===== src/rtl/morse_symbol_sequencer_pkg.sv =====
// Shared definitions for the Morse symbol sequencer: classifier codes, FSM states
// and the gap timer width.
package morse_symbol_sequencer_pkg;

   localparam logic [1:0] SYM_WAIT = 2'b00;
   localparam logic [1:0] SYM_DOT  = 2'b01;
   localparam logic [1:0] SYM_DASH = 2'b10;
   localparam logic [1:0] SYM_SEND = 2'b11;

   localparam int GAP_W = 16;
   localparam logic [GAP_W-1:0] GAP_MAX = '1;

   typedef enum logic [1:0] {
      ST_IDLE    = 2'd0,
      ST_COLLECT = 2'd1,
      ST_HOLD    = 2'd2
   } seq_state_t;

endpackage


===== src/rtl/morse_symbol_sequencer_if.sv =====
// Symbol input and letter output bundle of the Morse symbol sequencer.
// master = sequencer side, slave = classifier/consumer side.
interface morse_symbol_sequencer_if #(
   parameter int MAX_SYMBOLS = 5
);
   logic [1:0]             sym_code;
   logic                   out_ready;
   logic                   out_valid;
   logic [MAX_SYMBOLS-1:0] out_pattern;
   logic [2:0]             out_len;
   logic                   busy;
   logic                   sym_dropped;
   logic                   overflow;

   modport master (
      input  sym_code, out_ready,
      output out_valid, out_pattern, out_len, busy, sym_dropped, overflow
   );

   modport slave (
      output sym_code, out_ready,
      input  out_valid, out_pattern, out_len, busy, sym_dropped, overflow
   );
endinterface


===== src/rtl/morse_gap_timer.sv =====
// Saturating idle-cycle counter; expired flags that the count has reached
// GAP_CYCLES (never, when GAP_CYCLES is 0).
import morse_symbol_sequencer_pkg::*;

module morse_gap_timer #(
   parameter int GAP_CYCLES = 20
) (
   input  logic clk,
   input  logic rst,
   input  logic clear,
   input  logic tick,
   output logic expired
);

   logic [GAP_W-1:0] gap_cnt;

   always_ff @(posedge clk) begin
      if (rst || clear) begin
         gap_cnt <= '0;
      end else if (tick && (gap_cnt != GAP_MAX)) begin
         gap_cnt <= gap_cnt + 1'b1;
      end
   end

   assign expired = (GAP_CYCLES != 0) && (gap_cnt == GAP_W'(GAP_CYCLES));

endmodule


===== src/rtl/morse_symbol_sequencer.sv =====
// Assembles dot/dash symbols into letters and hands them out over a valid/ready
// output, committing on a send code or after an idle gap.
//
//   state      | meaning
//   -----------+---------------------------------------------
//   ST_IDLE    | buffer empty, waiting for the first symbol
//   ST_COLLECT | 1..MAX_SYMBOLS symbols buffered
//   ST_HOLD    | letter presented, out_valid high
import morse_symbol_sequencer_pkg::*;

module morse_symbol_sequencer #(
   parameter int MAX_SYMBOLS = 5,
   parameter int GAP_CYCLES  = 20
) (
   input  logic                     clk,
   input  logic                     rst,
   morse_symbol_sequencer_if.master bus
);

   seq_state_t state_q, state_d;

   logic [MAX_SYMBOLS-1:0] pattern_q, pattern_d;
   logic [2:0]             count_q, count_d;
   logic                   send_run_q;
   logic                   dropped_q;
   logic                   overflow_q;

   logic is_symbol;
   logic is_dash;
   logic send;
   logic full;
   logic drop;
   logic overflow_set;
   logic gap_clear;
   logic gap_tick;
   logic gap_expired;

   assign is_symbol = (bus.sym_code == SYM_DOT) || (bus.sym_code == SYM_DASH);
   assign is_dash   = (bus.sym_code == SYM_DASH);
   // only the first cycle of a run of send codes counts
   assign send      = (bus.sym_code == SYM_SEND) && !send_run_q;
   assign full      = (count_q == 3'(MAX_SYMBOLS));

   morse_gap_timer #(
      .GAP_CYCLES (GAP_CYCLES)
   ) u_gap_timer (
      .clk     (clk),
      .rst     (rst),
      .clear   (gap_clear),
      .tick    (gap_tick),
      .expired (gap_expired)
   );

   always_ff @(posedge clk) begin
      if (rst) begin
         state_q <= ST_IDLE;
      end else begin
         state_q <= state_d;
      end
   end

   always_comb begin
      state_d      = state_q;
      pattern_d    = pattern_q;
      count_d      = count_q;
      drop         = 1'b0;
      overflow_set = 1'b0;
      gap_clear    = 1'b1;
      gap_tick     = 1'b0;
      case (state_q)
         ST_IDLE: begin
            if (is_symbol) begin
               pattern_d    = '0;
               pattern_d[0] = is_dash;
               count_d      = 3'd1;
               state_d      = ST_COLLECT;
            end
         end
         ST_COLLECT: begin
            gap_clear = 1'b0;
            if (send || gap_expired) begin
               // a symbol in the commit cycle cannot join the frozen letter
               state_d      = ST_HOLD;
               gap_clear    = 1'b1;
               drop         = is_symbol;
               overflow_set = is_symbol && full;
            end else if (is_symbol) begin
               if (full) begin
                  drop         = 1'b1;
                  overflow_set = 1'b1;
               end else begin
                  for (int i = 0; i < MAX_SYMBOLS; i++) begin
                     if (i == int'(count_q)) pattern_d[i] = is_dash;
                  end
                  count_d   = count_q + 3'd1;
                  gap_clear = 1'b1;
               end
            end else begin
               gap_tick = (bus.sym_code == SYM_WAIT);
            end
         end
         ST_HOLD: begin
            drop         = is_symbol;
            overflow_set = is_symbol && full;
            if (bus.out_ready) begin
               state_d   = ST_IDLE;
               pattern_d = '0;
               count_d   = '0;
            end
         end
         default: begin
            state_d   = ST_IDLE;
            pattern_d = '0;
            count_d   = '0;
         end
      endcase
   end

   always_ff @(posedge clk) begin
      if (rst) begin
         pattern_q  <= '0;
         count_q    <= '0;
         send_run_q <= 1'b0;
         dropped_q  <= 1'b0;
         overflow_q <= 1'b0;
      end else begin
         pattern_q  <= pattern_d;
         count_q    <= count_d;
         send_run_q <= (bus.sym_code == SYM_SEND);
         dropped_q  <= drop;
         overflow_q <= overflow_q | overflow_set;
      end
   end

   assign bus.out_valid   = (state_q == ST_HOLD);
   assign bus.busy        = (state_q != ST_IDLE);
   assign bus.out_pattern = pattern_q;
   assign bus.out_len     = count_q;
   assign bus.sym_dropped = dropped_q;
   assign bus.overflow    = overflow_q;

endmodule

===== src/flat_wrapper.sv =====
// flat-port wrapper written by rule: the top's interface ports become plain ports
module morse_symbol_sequencer_flat 
#(
   parameter int MAX_SYMBOLS = 5,
   parameter int GAP_CYCLES  = 20
)
  (clk, rst, bus_sym_code, bus_out_ready, bus_out_valid, bus_out_pattern, bus_out_len, bus_busy, bus_sym_dropped, bus_overflow);
  morse_symbol_sequencer_if #(.MAX_SYMBOLS(MAX_SYMBOLS)) bus_i ();
  input  logic clk;
  input  logic rst;
  input wire logic [$bits(bus_i.sym_code)-1:0] bus_sym_code;
  input wire logic [$bits(bus_i.out_ready)-1:0] bus_out_ready;
  output wire logic [$bits(bus_i.out_valid)-1:0] bus_out_valid;
  output wire logic [$bits(bus_i.out_pattern)-1:0] bus_out_pattern;
  output wire logic [$bits(bus_i.out_len)-1:0] bus_out_len;
  output wire logic [$bits(bus_i.busy)-1:0] bus_busy;
  output wire logic [$bits(bus_i.sym_dropped)-1:0] bus_sym_dropped;
  output wire logic [$bits(bus_i.overflow)-1:0] bus_overflow;
  assign bus_i.sym_code = bus_sym_code;
  assign bus_i.out_ready = bus_out_ready;
  assign bus_out_valid = bus_i.out_valid;
  assign bus_out_pattern = bus_i.out_pattern;
  assign bus_out_len = bus_i.out_len;
  assign bus_busy = bus_i.busy;
  assign bus_sym_dropped = bus_i.sym_dropped;
  assign bus_overflow = bus_i.overflow;
  morse_symbol_sequencer #(.MAX_SYMBOLS(MAX_SYMBOLS), .GAP_CYCLES(GAP_CYCLES)) u_core (.clk(clk), .rst(rst), .bus(bus_i));
endmodule

===== config.mk =====
export PLATFORM = sky130hd
export DESIGN_NAME = morse_symbol_sequencer_flat
export DESIGN_NICKNAME = d
export VERILOG_FILES = /design/src/rtl/morse_symbol_sequencer_pkg.sv /design/src/rtl/morse_symbol_sequencer_if.sv /design/src/rtl/morse_gap_timer.sv /design/src/rtl/morse_symbol_sequencer.sv /design/src/flat_wrapper.sv
export SDC_FILE = /design/constraint.sdc
export NUM_CORES = 1
export LEC_CHECK = 0
export ABC_CLOCK_PERIOD_IN_PS = 2270
export BUFFER_PORTS_ARGS = -buffer_cell sky130_fd_sc_hd__clkbuf_2
export CORE_ASPECT_RATIO = 0.8
export CORE_MARGIN = 2
export CORE_UTILIZATION = 40
export DETAILED_ROUTE_END_ITERATION = 10
export SKIP_LAST_GASP = 1
export SYNTH_ARGS = -nofsm -noshare
export SYNTH_HDL_FRONTEND = slang
export SYNTH_SLANG_ARGS = --single-unit
export TNS_END_PERCENT = 10

===== constraint.sdc =====
create_clock -name clk -period 2.27 [get_ports clk]
set_clock_uncertainty 0.2 [all_clocks]
set_input_delay 0.454 -clock clk [delete_from_list [all_inputs] [get_ports clk]]
set_output_delay 0.454 -clock clk [all_outputs]
set_load 0.02 [all_outputs]

==> impl_metrics.tcl <==
set metrics [dict create \
    fraction_of_synthesis_flops_using_an_asynchronous_set_or_reset_pin 0 \
    grt_first_pass_wirelength_mm 6.84 \
    yosys.area.top_type_share 0.338 \
    post_synth_num_cell_types 48 \
    yosysSeqAreaShare 0.338 \
    die_h_um 62.6 \
    grt_antenna_before_repair 0 \
    run_status "finished with violations" \
    synth.cell_area_sq_um 1720 \
    grt_max_degree 25 \
    met2_length_mm 1.69 \
    class_of_the_tightest_hold_or_removal_check "register to register" \
    detailed_place_hpwl_mm 3.00 \
    worst-slew-pin-transition_ns 0.440 \
    floorplan.core_area_sq_um 4150 \
    power_density_nw_per_um2 588 \
    grt_setup_unrepaired "true" \
    num_antenna_cells 0 \
    ios 17 \
    postSynthCellCount 197 \
    synth_top_area_cell "dfxtp_1" \
    firstDrtPassIters 4 \
    number_of_hold_buffers_added_after_cts 0 \
    routedWlPerCell_um 13.3 \
    timing.setup.critical_path_class "register to register" \
    gpl.final_weighted_congestion 0.827 \
    post-route-min-period_ns 2.30 \
    worst-path-buf-inv 4 \
    critPathLaunchType "register" \
    synth_edf_count 0 \
    cp_top_family "simple AND/OR/NAND/NOR gates" \
    pre_cts_slack_ns -0.124 \
    power.static_leakage_nw 0.922 \
    cp_slowest_stage_delay_ns 0.48 \
    viasPerCell 5.17 \
    timing.final.hold_violations 0 \
    num_vias 1608 \
    final_nets 271 \
    relSlewSlack 0.704 \
    drc 0 \
    final_cell_count_no_fill 311 \
    ys_ff_latch 29 \
    buffer_ports.inserted 16 \
    synth.avg_cell_area_sq_um 8.71 \
    timing.critical_path.mode_cell "buf_4" \
    fp.dieW_um 77.2 \
    cts_tree "built" \
    finalMaxSlewViolations 0 \
    cap_viol_max_count 0 \
    hold_slack_ns 0.265 \
    clk-insertion-delay-late_ns 0.28 \
    clock_path_buffers 2 \
    most-common-layout-cells "buf_4, dfxtp_1, nand2_1" \
    std_cell_rows 21 \
    critical_path.cell_chain "inv_1, ha_2, or4b_4, o41ai_4, buf_4, buf_4, a2111oi_0, buf_4, nand2_1, mux2i_1" \
    yosys_warnings 0 \
    clock-sinks 29 \
    layout_commonest_cell "buf_4" \
    placement.cell_area_sq_um 2110 \
    synthTopCellsByArea "dfxtp_1, ha_1, a21oi_1, nand2_1, or4_1" \
    floorplan.initialDensity 0.413 \
    wirelength_mm 4.14 \
    clock_tree.root_cell "clkbuf_8" \
    flow.area_growth_from_synthesis_pct 33.5 \
    post_synth_top_flop "dfxtp_1" \
    path_clk_slew_ns 0.06 \
    fmaxAchievable_mhz 434 \
    synth_fp_nets 215 \
    cts_htree_levels 2 \
    final_layout_size_suffix_gt1_frac 0.331 \
    floorplan.die_area_sq_um 4830 \
    top_layer "met4" \
    ir_drop_mv 0.308 \
    final_area_sq_um 2290 \
    post-route-worst-setup-slack_ns -0.0344 \
    layout_worst_path_cycle_share 1.02 \
    cp.required_ns 2.28 \
    drt-met1-wl_mm 2.26 \
    finalSetupViolCount 3 \
    ant_nets 0 \
    critPathMaxFanout 6 \
    global_route.overflow_total 0 \
    tritoncts.num_buffers 5 \
    met3WireLength_um 148 \
    drt_iter0_drc 98 \
    first_global_vias 1443 \
    violations_in_the_final_reports "negative setup slack" \
    place_inst 299 \
    cp.arrival_ns 2.32 \
    global_route.usage.total 0.180 \
    totalNegativeSetupSlack_ns -0.0682 \
    timing.critical_path.slowest_stage_cell "or4b_4" \
    timing.critical_path.to_type "register" \
]
## timing repair
item                                   4_1_cts  5_1_grt
pin swaps                                    0        4
setup endpoints to repair                    2       20
cloned                                       0        2
setup buffers                                1        1
endpoints found under the hold margin        0        0
resized for setup                            0       13
## final timing paths
path                                               startpoint                   endpoint  slack [ns]  cells after the start
worst max-delay path            u_core.u_gap_timer.gap_cnt[0]  u_core.bus.out_pattern[1]       -0.03                     10
worst min-delay path                u_core.bus.out_pattern[1]  u_core.bus.out_pattern[1]        0.27                      2
worst max register to register  u_core.u_gap_timer.gap_cnt[0]  u_core.bus.out_pattern[1]       -0.03                     10
worst min register to register      u_core.bus.out_pattern[1]  u_core.bus.out_pattern[1]        0.27                      2
## power breakdown
group	internal (mW)	switching [mW]
Combinational	0.180	0.211
Clock	0.217	0.196
Sequential	0.527	0.0142
## layout make-up
| cell class | count | area, sq um |
|---|---|---|
| timing repair buffer | 57 | 452 |
| tap | 57 | 71.3 |
| clock buffer | 8 | 80.1 |
| multi-input combinational | 144 | 1040 |
| fill | 405 | 1860 |
| inverter | 16 | 60.1 |
| sequential | 29 | 587 |
## registers in the layout, summed over array words and instances, names as in the netlist
signal and count:
u_core.bus.out_len 3, u_core.bus.out_pattern 5, u_core.bus.overflow 1, u_core.bus.sym_dropped 1
u_core.send_run_q 1, u_core.state_q 2, u_core.u_gap_timer.gap_cnt 16
## layer usage
metal / GRT usage / up-vias
met5: 0 / -
met4: 0.0647 / 0
met3: 0.0434 / 4
met2: 0.236 / 25
met1: 0.278 / 743
li1: - / 836
## synthesized netlist by cell type, drive strengths merged, types with 2 or more instances
| library cell | n |
|---|---|
| ha | 13 |
| dfxtp | 29 |
| inv | 16 |
| nand3 | 6 |
| nand3b | 2 |
| nor2 | 6 |
| buf | 6 |
| o21ai | 13 |
| o31ai | 7 |
| nor2b | 2 |
| nand2b | 5 |
| and4 | 2 |
| a21oi | 19 |
| clkbuf | 2 |
| nand4 | 2 |
| or3 | 9 |
| and3 | 3 |
| nand2 | 20 |
| or4 | 10 |
| mux2i | 3 |
## logic make-up (layout without fill, tap and decap cells)
group	after synthesis	count (layout)	share of synthesized area
adder cells (fa/ha/maj)	13	13	0.0948
flip-flops	29	29	0.338
multiplexers	4	4	0.0263
AO/OA/AOI/OAI	54	54	0.221
buffers and inverters	24	81	0.0744
AND/OR/NAND/NOR	73	73	0.245
## stage by stage
stage                      util  power (mW)
after global placement    0.507       0.921
after CTS                 0.528        1.33
after detailed placement  0.507       0.922
final                     0.552        1.35
after floorplan               -       0.780
after global routing      0.552        1.42
## worst register-to-register path, delay by kind of cell, from the launching register on
family / cells / cell delay (ns)
AOI/OAI and AO/OA: 2 / 0.29
adders and majority gates: 1 / 0.16
buffers and inverters: 4 / 0.54
DFF: 1 / 0.32
muxes: 1 / 0.17
and+or+nand+nor: 2 / 0.55
Power figures use the tool's default switching activity.
